$ cat src/rtl/fetch_stage.sv
// IF stage of the 5-stage MIPS pipeline: owns the PC and drives the instruction memory address.
// It also holds the IF/ID pipeline register and a saturating count of fetched instructions.
module fetch_stage #(
    parameter logic [31:0] RESET_PC = 32'h0000_0064,
    parameter logic [31:0] NOP_WORD = 32'h0000_0000,
    parameter int          CNT_W    = 16
) (
    input  logic             clk,
    input  logic             rst,
    output logic [31:0]      pc_out,
    input  logic [31:0]      inst_in,
    input  logic             stall,
    input  logic             flush,
    input  logic             redirect_en,
    input  logic [31:0]      redirect_pc,
    output logic [31:0]      ifid_inst,
    output logic [31:0]      ifid_pc4,
    output logic             ifid_valid,
    output logic [CNT_W-1:0] fetch_count
);

    logic [31:0]      r_pc;
    logic [31:0]      r_ifid_inst;
    logic [31:0]      r_ifid_pc4;
    logic             r_ifid_valid;
    logic [CNT_W-1:0] r_fetch_count;

    logic [31:0]      w_pc4;
    logic [31:0]      w_redirect_target;
    logic             w_advance;
    logic             w_bubble;
    logic             w_load;
    logic             w_count_sat;

    logic [31:0]      w_pc_next;
    logic [31:0]      w_ifid_inst_next;
    logic [31:0]      w_ifid_pc4_next;
    logic             w_ifid_valid_next;
    logic [CNT_W-1:0] w_fetch_count_next;

    // Wraps modulo 2^32, so 32'hFFFF_FFFC advances to zero.
    assign w_pc4             = r_pc + 32'd4;
    assign w_redirect_target = {redirect_pc[31:2], 2'b00};
    assign w_advance         = !redirect_en && !stall;
    // Redirect squashes the wrong-path fetch; flush inserts a bubble even while stalled.
    assign w_bubble          = redirect_en || flush;
    assign w_load            = w_advance && !flush;
    assign w_count_sat       = &r_fetch_count;

    always_comb begin
        w_pc_next = r_pc;
        if (redirect_en) begin
            w_pc_next = w_redirect_target;
        end else if (!stall) begin
            w_pc_next = w_pc4;
        end
    end

    always_comb begin
        w_ifid_inst_next  = r_ifid_inst;
        w_ifid_pc4_next   = r_ifid_pc4;
        w_ifid_valid_next = r_ifid_valid;
        if (w_bubble) begin
            w_ifid_inst_next  = NOP_WORD;
            w_ifid_pc4_next   = 32'd0;
            w_ifid_valid_next = 1'b0;
        end else if (w_load) begin
            w_ifid_inst_next  = inst_in;
            w_ifid_pc4_next   = w_pc4;
            w_ifid_valid_next = 1'b1;
        end
    end

    always_comb begin
        w_fetch_count_next = r_fetch_count;
        if (w_load && !w_count_sat) begin
            w_fetch_count_next = r_fetch_count + 1'b1;
        end
    end

    always_ff @(posedge clk) begin
        if (rst) begin
            r_pc          <= RESET_PC;
            r_ifid_inst   <= NOP_WORD;
            r_ifid_pc4    <= 32'd0;
            r_ifid_valid  <= 1'b0;
            r_fetch_count <= '0;
        end else begin
            r_pc          <= w_pc_next;
            r_ifid_inst   <= w_ifid_inst_next;
            r_ifid_pc4    <= w_ifid_pc4_next;
            r_ifid_valid  <= w_ifid_valid_next;
            r_fetch_count <= w_fetch_count_next;
        end
    end

    assign pc_out      = r_pc;
    assign ifid_inst   = r_ifid_inst;
    assign ifid_pc4    = r_ifid_pc4;
    assign ifid_valid  = r_ifid_valid;
    assign fetch_count = r_fetch_count;

endmodule

$ cat config.mk
export PLATFORM = sky130hd
export DESIGN_NAME = fetch_stage
export DESIGN_NICKNAME = d
export VERILOG_FILES = /design/src/rtl/fetch_stage.sv
export SDC_FILE = /design/constraint.sdc
export NUM_CORES = 1
export LEC_CHECK = 0
export ABC_AREA = 0
export CELL_PAD_IN_SITES_DETAIL_PLACEMENT = 1
export CELL_PAD_IN_SITES_GLOBAL_PLACEMENT = 2
export CORE_AREA = 2 2 145 147
export DETAILED_ROUTE_END_ITERATION = 16
export DIE_AREA = 0 0 147 149
export GPL_TIMING_DRIVEN = 0
export PLACE_DENSITY = 0.76
export SYNTH_ARGS = -nofsm -noshare
export SYNTH_HDL_FRONTEND = slang
export SYNTH_SLANG_ARGS = --single-unit
$ cat constraint.sdc
create_clock -name clk -period 2.3 [get_ports clk]
set_clock_uncertainty 0.05 [all_clocks]
set_input_delay 0.23 -clock clk [delete_from_list [all_inputs] [get_ports clk]]
set_output_delay 0.23 -clock clk [all_outputs]
set_load 0.01 [all_outputs]
==> results.txt, run 1 <==
share of layout cells above drive strength 1: 6.51%
leading cell type in the layout, fill and taps excluded: clkdlybuf4s50_1
reg-to-reg endpoint: ifid_pc4[25]
first-pass GRT wire length: 28300 um
core area: 20600 um^2
hold worst-path end: pc_out[7]
cts bufs inserted: 9
Hold Violations, Final: 0
die area: 21900 um^2
root buffer cell: clkbuf_16
drt pass-1 iters: 4
port bufs: 174
Final Power: 4.26 mW
final worst-path cycle share: 90.9%
post-route minimum period: 2.09 ns
Final HPWL DP: 13900 um
Min-Delay Path Class: input port to register
Iteration-0 DRC Markers: 153
Longest Clk Path Bufs: 2
H-tree depth: 3
Lkg Pwr: 2.60 nW
Slew HR: 54.3%
post-synthesis cell type count: 49
#FFs+latches synth: 109
RSZ-0062 raised after global routing: no
vias per cell: 4.63
max-cap check violation count: 0
worst path buffer plus inverter count: 3
Crit Reg-Reg Startpoint: pc_out[10]
nets@finish: 866
worst vdd ir: 0.274 mV
number of synthesized flops with an enable pin: 0
Inst Count DP: 1053
CP Launch Type: input port
GRT overflow: 0
placement row count: 53
Worst Path Required: 2.54 ns
antenna viol nets, final: 0
die width: 147 um
worst slew pin tran: 0.682 ns
Worst EP arrival: 2.33 ns
syn_area_per_cell: 8.35 um^2
cell area after layout: 7500 um^2
# diodes: 0
total number of vias: 4972
crit-path cells: clkdlybuf4s50_1, nor3_2, clkbuf_2, buf_1, o21ai_0, a21oi_1
initial antenna violation count: 0
Area growth syn-to-layout: 49.5%
CTS tree: yes
Initial Utilization: 24.4%
Yosys warnings: 0
Residual DRC: 0
hold path cells: 3
HP Start: redirect_pc[7]
PwrDens: 568 nW/um^2
Non-Filler Instances: 1074
most frequent cells in the layout: clkdlybuf4s50_1 (174), nor2_1 (123), dfxtp_1 (109)
RD Place Congestion: 0.793
fmax: 0.478 GHz
clock-pin slew on the worst setup and hold paths: 0.07 ns
synthesized cell area: 5020 um^2
Max Slew Vio Count: 0
CTS sink cnt: 109
FFs w/ async S/R, synth: 0%
Placed Area: 7110 um^2
die height: 149 um
WL/cell: 16.7 um
GRT Overall Usage: 16.4%
register area share after synthesis: 43.5%
R2R cell count: 8
critical path fanouts, max: 10
DRT Wirelength: 17900 um
worst skew pair latency: 0.36 ns
boundary pin count: 182
CP top delay family: buffers and inverters
Synth Flop Type: dfxtp_1
R2R setup slack: 0.21 ns
Setup CP Type: input port to register
final setup vio count: 0
Slowest cell on crit path: clkdlybuf4s50_1
Worst path max stage delay: 0.61 ns
Mapped Cells: 601
number of global-route vias before repair: 5123
CP Capture Type: register
status: finished, final reports clean
largest net degree at the start of global routing: 17
[timing repair]
action | in CTS | in global routing
buffers inserted | 3 | 3
hold endpoints to repair | 0 | 0
pin swaps | 1 | 0
endpoints found under the setup margin | 4 | 25
hold buffers | 0 | 0
resized for setup | 0 | 9
[kinds of logic (layout without fill, tap and decap cells)]
family          Yosys count  in the layout  share of synthesized area (%)
xor+xnor                 66             66                           11.5
simple gates            245            245                           24.6
buf+inv                  49            244                           4.46
other cells               1              4                         0.0747
fa+ha+maj                 2              2                          0.499
compound gates          123            123                           14.2
flops                   109            109                           43.5
mux                       6              6                           1.20
[layout make-up]
cell class | count | area [um^2]
Sequential cell | 109 | 2180
Tap cell | 275 | 344
Buffer | 43 | 205
Clock inverter | 4 | 72.6
Fill cell | 2425 | 13100
Clock buffer | 11 | 243
Multi-Input combinational cell | 446 | 2640
Inverter | 6 | 22.5
Timing Repair Buffer | 180 | 1790
[worst reg2reg max path, delay by kind of cell (launching register included)]
kind                      cells  cell delay (ns)
AOI/OAI and AO/OA             1             0.09
buffers and inverters         3             0.64
xor gates and xnor gates      1             0.19
DFF                           1             0.34
and+or+nand+nor               3             0.64
[worst max path at each step]
stage / from / to / cells after the start / slack, ns
6_report: stall / ifid_pc4[20] / 6 / 0.21
5_1_grt: pc_out[10] / pc_out[21] / 7 / 0.01
4_1_cts: pc_out[4] / pc_out[31] / 6 / 0.05
3_5_place_dp: stall / pc_out[28] / 6 / -0.37
3_3_place_gp: stall / pc_out[28] / 6 / -0.36
2_1_floorplan: pc_out[2] / pc_out[28] / 6 / 0.39
[per-stage QoR]
step / util [%] / setup TNS (ns) / setup slack, ns / hold slack (ns)
global placement: 34.6 / -11.28 / -0.364 / 0.401
detailed placement: 34.6 / -13.51 / -0.369 / 0.397
finish: 36.5 / 0 / 0.208 / 0.391
CTS: 36.3 / 0 / 0.0471 / 0.389
floorplan: - / 0 / 0.387 / 0.302
global route: 36.5 / 0 / 0.0100 / 0.417
[state kept, by name, summed over array words and instances (netlist names)]
| signal | count |
|---|---|
| ifid_pc4 | 30 |
| pc_out | 30 |
| fetch_count | 16 |
| ifid_inst | 32 |
| ifid_valid | 1 |
[synth_stat cells (8+ instances only)]
library cell  number  area [um^2]
a211oi_1          21          158
a21oi_1           32          160
clkbuf_1          25         93.8
dfxtp_1          109         2180
nand2_1           21         78.8
nand3_1           17         85.1
nand4_1           11         68.8
nor2_1           123          462
nor3_1            27          135
o21ai_0           57          285
or3_1              8         50.1
xnor2_1           47          412
xor2_1            19          166
[layer usage]
layer	part of all wire, %	track usage, %
met5	0	0
met4	1.2	4.86
met3	5.0	2.84
met2	48	28.3
met1	46	21.0
[power by group]
group / total, mW / switching [mW] / internal, mW
registers: 2.01 / 0.0732 / 1.94
logic: 0.542 / 0.252 / 0.291
clock network: 1.70 / 0.723 / 0.978
Power figures use the tool's default switching activity.
==> run 2: changes to the inputs <==
ABC_AREA = 1   (was 0)
CORE_AREA = 2 2 153 155   (was 2 2 145 147)
DIE_AREA = 0 0 155 157   (was 0 0 147 149)
PLACE_DENSITY = 0.77   (was 0.76)
==> results.txt, run 2 <==
Iteration-0 DRC Markers: 178
Longest Clk Path Bufs: 2
Synth area leader: dfxtp_1
clock-pin slew on the worst setup and hold paths: 0.08 ns
die height: 157 um
H-tree depth: 3
crit-path cells: ha_1, nand2_1, nor2_2, nand2_2, nor2_1, nand2_1, nand2_1, nand2_1, o21ai_1, inv_1
total number of vias: 5731
post-synthesis cell type count: 35
root buffer cell: clkbuf_16
port bufs: 173
Yosys warnings: 0
Worst Path Required: 2.51 ns
CP Capture Type: register
post-route minimum period: 1.98 ns
Synth Flop Type: dfxtp_1
R2R setup slack: 0.32 ns
cell repeated most along the worst path: nand2_1
Worst EP arrival: 2.19 ns
Lkg Pwr: 2.95 nW
Worst path max stage delay: 0.44 ns
worst vdd ir: 0.310 mV
cells resized by post-CTS repair: 0
top cell type's share of synthesized area: 40.6%
Crit Reg-Reg Startpoint: pc_out[2]
RSZ-0062 raised after global routing: no
DRT Wirelength: 21500 um
HP Start: redirect_en
nets@finish: 1077
reg-to-reg endpoint: ifid_pc4[24]
PwrDens: 541 nW/um^2
die width: 155 um
worst skew pair latency: 0.36 ns
share of layout cells above drive strength 1: 5.54%
boundary pin count: 182
CTS tree: yes
syn_area_per_cell: 6.56 um^2
commonest cells in the netlist: nand2_1 (214), nor2_1 (167), dfxtp_1 (109), inv_1 (76), o21ai_0 (71)
max reg flops: 32
Inst Count DP: 1280
number of global-route vias before repair: 5863
worst slew pin tran: 0.741 ns
status: finished, final reports clean
Placed Area: 7470 um^2
vias per cell: 4.43
Slew HR: 50.6%
initial antenna violation count: 0
first-pass GRT wire length: 33700 um
hold_buf cts: 0
drt pass-1 iters: 4
die area: 24300 um^2
area of the multi-input gates: 2700 um^2
Residual DRC: 0
R2R cell count: 10
fillers: 2824
Mapped Cells: 819
leading cell type in the layout, fill and taps excluded: nand2_1
fmax: 0.505 GHz
top-count cell post-synth: nand2_1
hold path cells: 4
worst path buffer plus inverter count: 1
post-CTS setup buffers: 0
WL/cell: 16.6 um
core area: 22500 um^2
GRT Overall Usage: 18.2%
# diodes: 0
Setup CP Type: register to register
Min-Delay Path Class: input port to register
cell area after layout: 7770 um^2
Non-Filler Instances: 1295
CP top delay family: simple AND/OR/NAND/NOR gates
max-cap check violation count: 0
post-route core utilization: 34.5%
GRT overflow: 0
placement row count: 55
CP Launch Type: register
largest net degree at the start of global routing: 19
CTS sink cnt: 109
Slowest cell on crit path: dfxtp_2
Final HPWL DP: 16800 um
RD Place Congestion: 0.812
most frequent cells in the layout: nand2_1 (214), clkdlybuf4s50_1 (173), nor2_1 (167)
FFs w/ async S/R, synth: 0%
Max Slew Vio Count: 0
final setup vio count: 0
Synth area leaders: dfxtp_1 (41%), nand2_1 (15%), nor2_1 (12%)
number of synthesized flops with an enable pin: 0
final worst-path cycle share: 86.1%
cts bufs inserted: 9
critical path fanouts, max: 7
synthesized cell area: 5370 um^2
#FFs+latches synth: 109
hold worst-path end: ifid_inst[1]
Area growth syn-to-layout: 44.7%
Fin Setup TNS: 0 ns
antenna viol nets, final: 0
Hold Violations, Final: 0
Final Power: 4.20 mW
register area share after synthesis: 40.6%
Reg area: 2180 um^2
Initial Utilization: 23.9%
[run 2: cell types whose count changed after synthesis, sizes merged, moves of 11 or more]
cell	before	now
nand3	17	28
inv	6	81
nor3	30	3
xnor2	47	6
a211oi	22	1
nor2	123	176
nand2	21	218
nand4	14	2
a21oi	32	56
o21ai	57	73
[run 2: final cells by class]
cell class	count	area share, %
buffer	37	2.56
clock buffer	9	2.90
clock inverter	6	0.918
inverter	81	3.91
multi-input combinational	595	34.7
sequential	109	28.1
tap	285	4.59
timing repair buffer	173	22.3
[run 2: cells by family (layout without fill, tap and decap cells)]
family | Yosys count | in the layout | synth area share [%]
flops | 109 | 109 | 40.6
simple gates | 428 | 428 | 32.4
buf+inv | 118 | 306 | 9.37
other cells | 1 | 4 | 0.0698
xor+xnor | 21 | 21 | 3.43
fa+ha+maj | 2 | 2 | 0.466
compound gates | 140 | 140 | 13.6
[run 2: worst reg2reg max path, stage by stage (launching register included)]
cell and delay, ns:
dfxtp_2 0.44, ha_1 0.22, nand2_1 0.09, nor2_2 0.24, nand2_2 0.15, nor2_1 0.29
nand2_1 0.10, nand2_1 0.07, nand2_1 0.07, o21ai_1 0.12, inv_1 0.05
[run 2: routing by layer]
metal  up-vias  GRT usage, %  wire [um]
li1       2927             -          -
met1      2639          22.6       9590
met2       148          30.6      10000
met3        17          6.11       1610
met4         0          3.97        297
met5         -             0          0
[run 2: where the power goes]
part,internal (mW),switching (mW)
clock network,0.853,0.789
logic,0.269,0.291
registers,1.94,0.0621
[run 2: how the worst max path moves through the flow]
stage	endpoint	start	slack (ns)	cells after the start
finish	ifid_pc4[24]	pc_out[2]	0.32	10
global route	ifid_pc4[24]	pc_out[2]	0.09	10
CTS	ifid_pc4[24]	pc_out[2]	0.14	10
detailed placement	ifid_pc4[21]	flush	0.07	5
global placement	ifid_pc4[2]	flush	0.08	5
floorplan	ifid_pc4[24]	pc_out[2]	0.64	10
[run 2: through the flow]
stage,hold slack [ns],worst slack [ns]
floorplan,0.301,0.635
global placement,0.402,0.0785
detailed placement,0.410,0.0672
CTS,0.175,0.137
global route,0.191,0.0851
finish,0.189,0.320
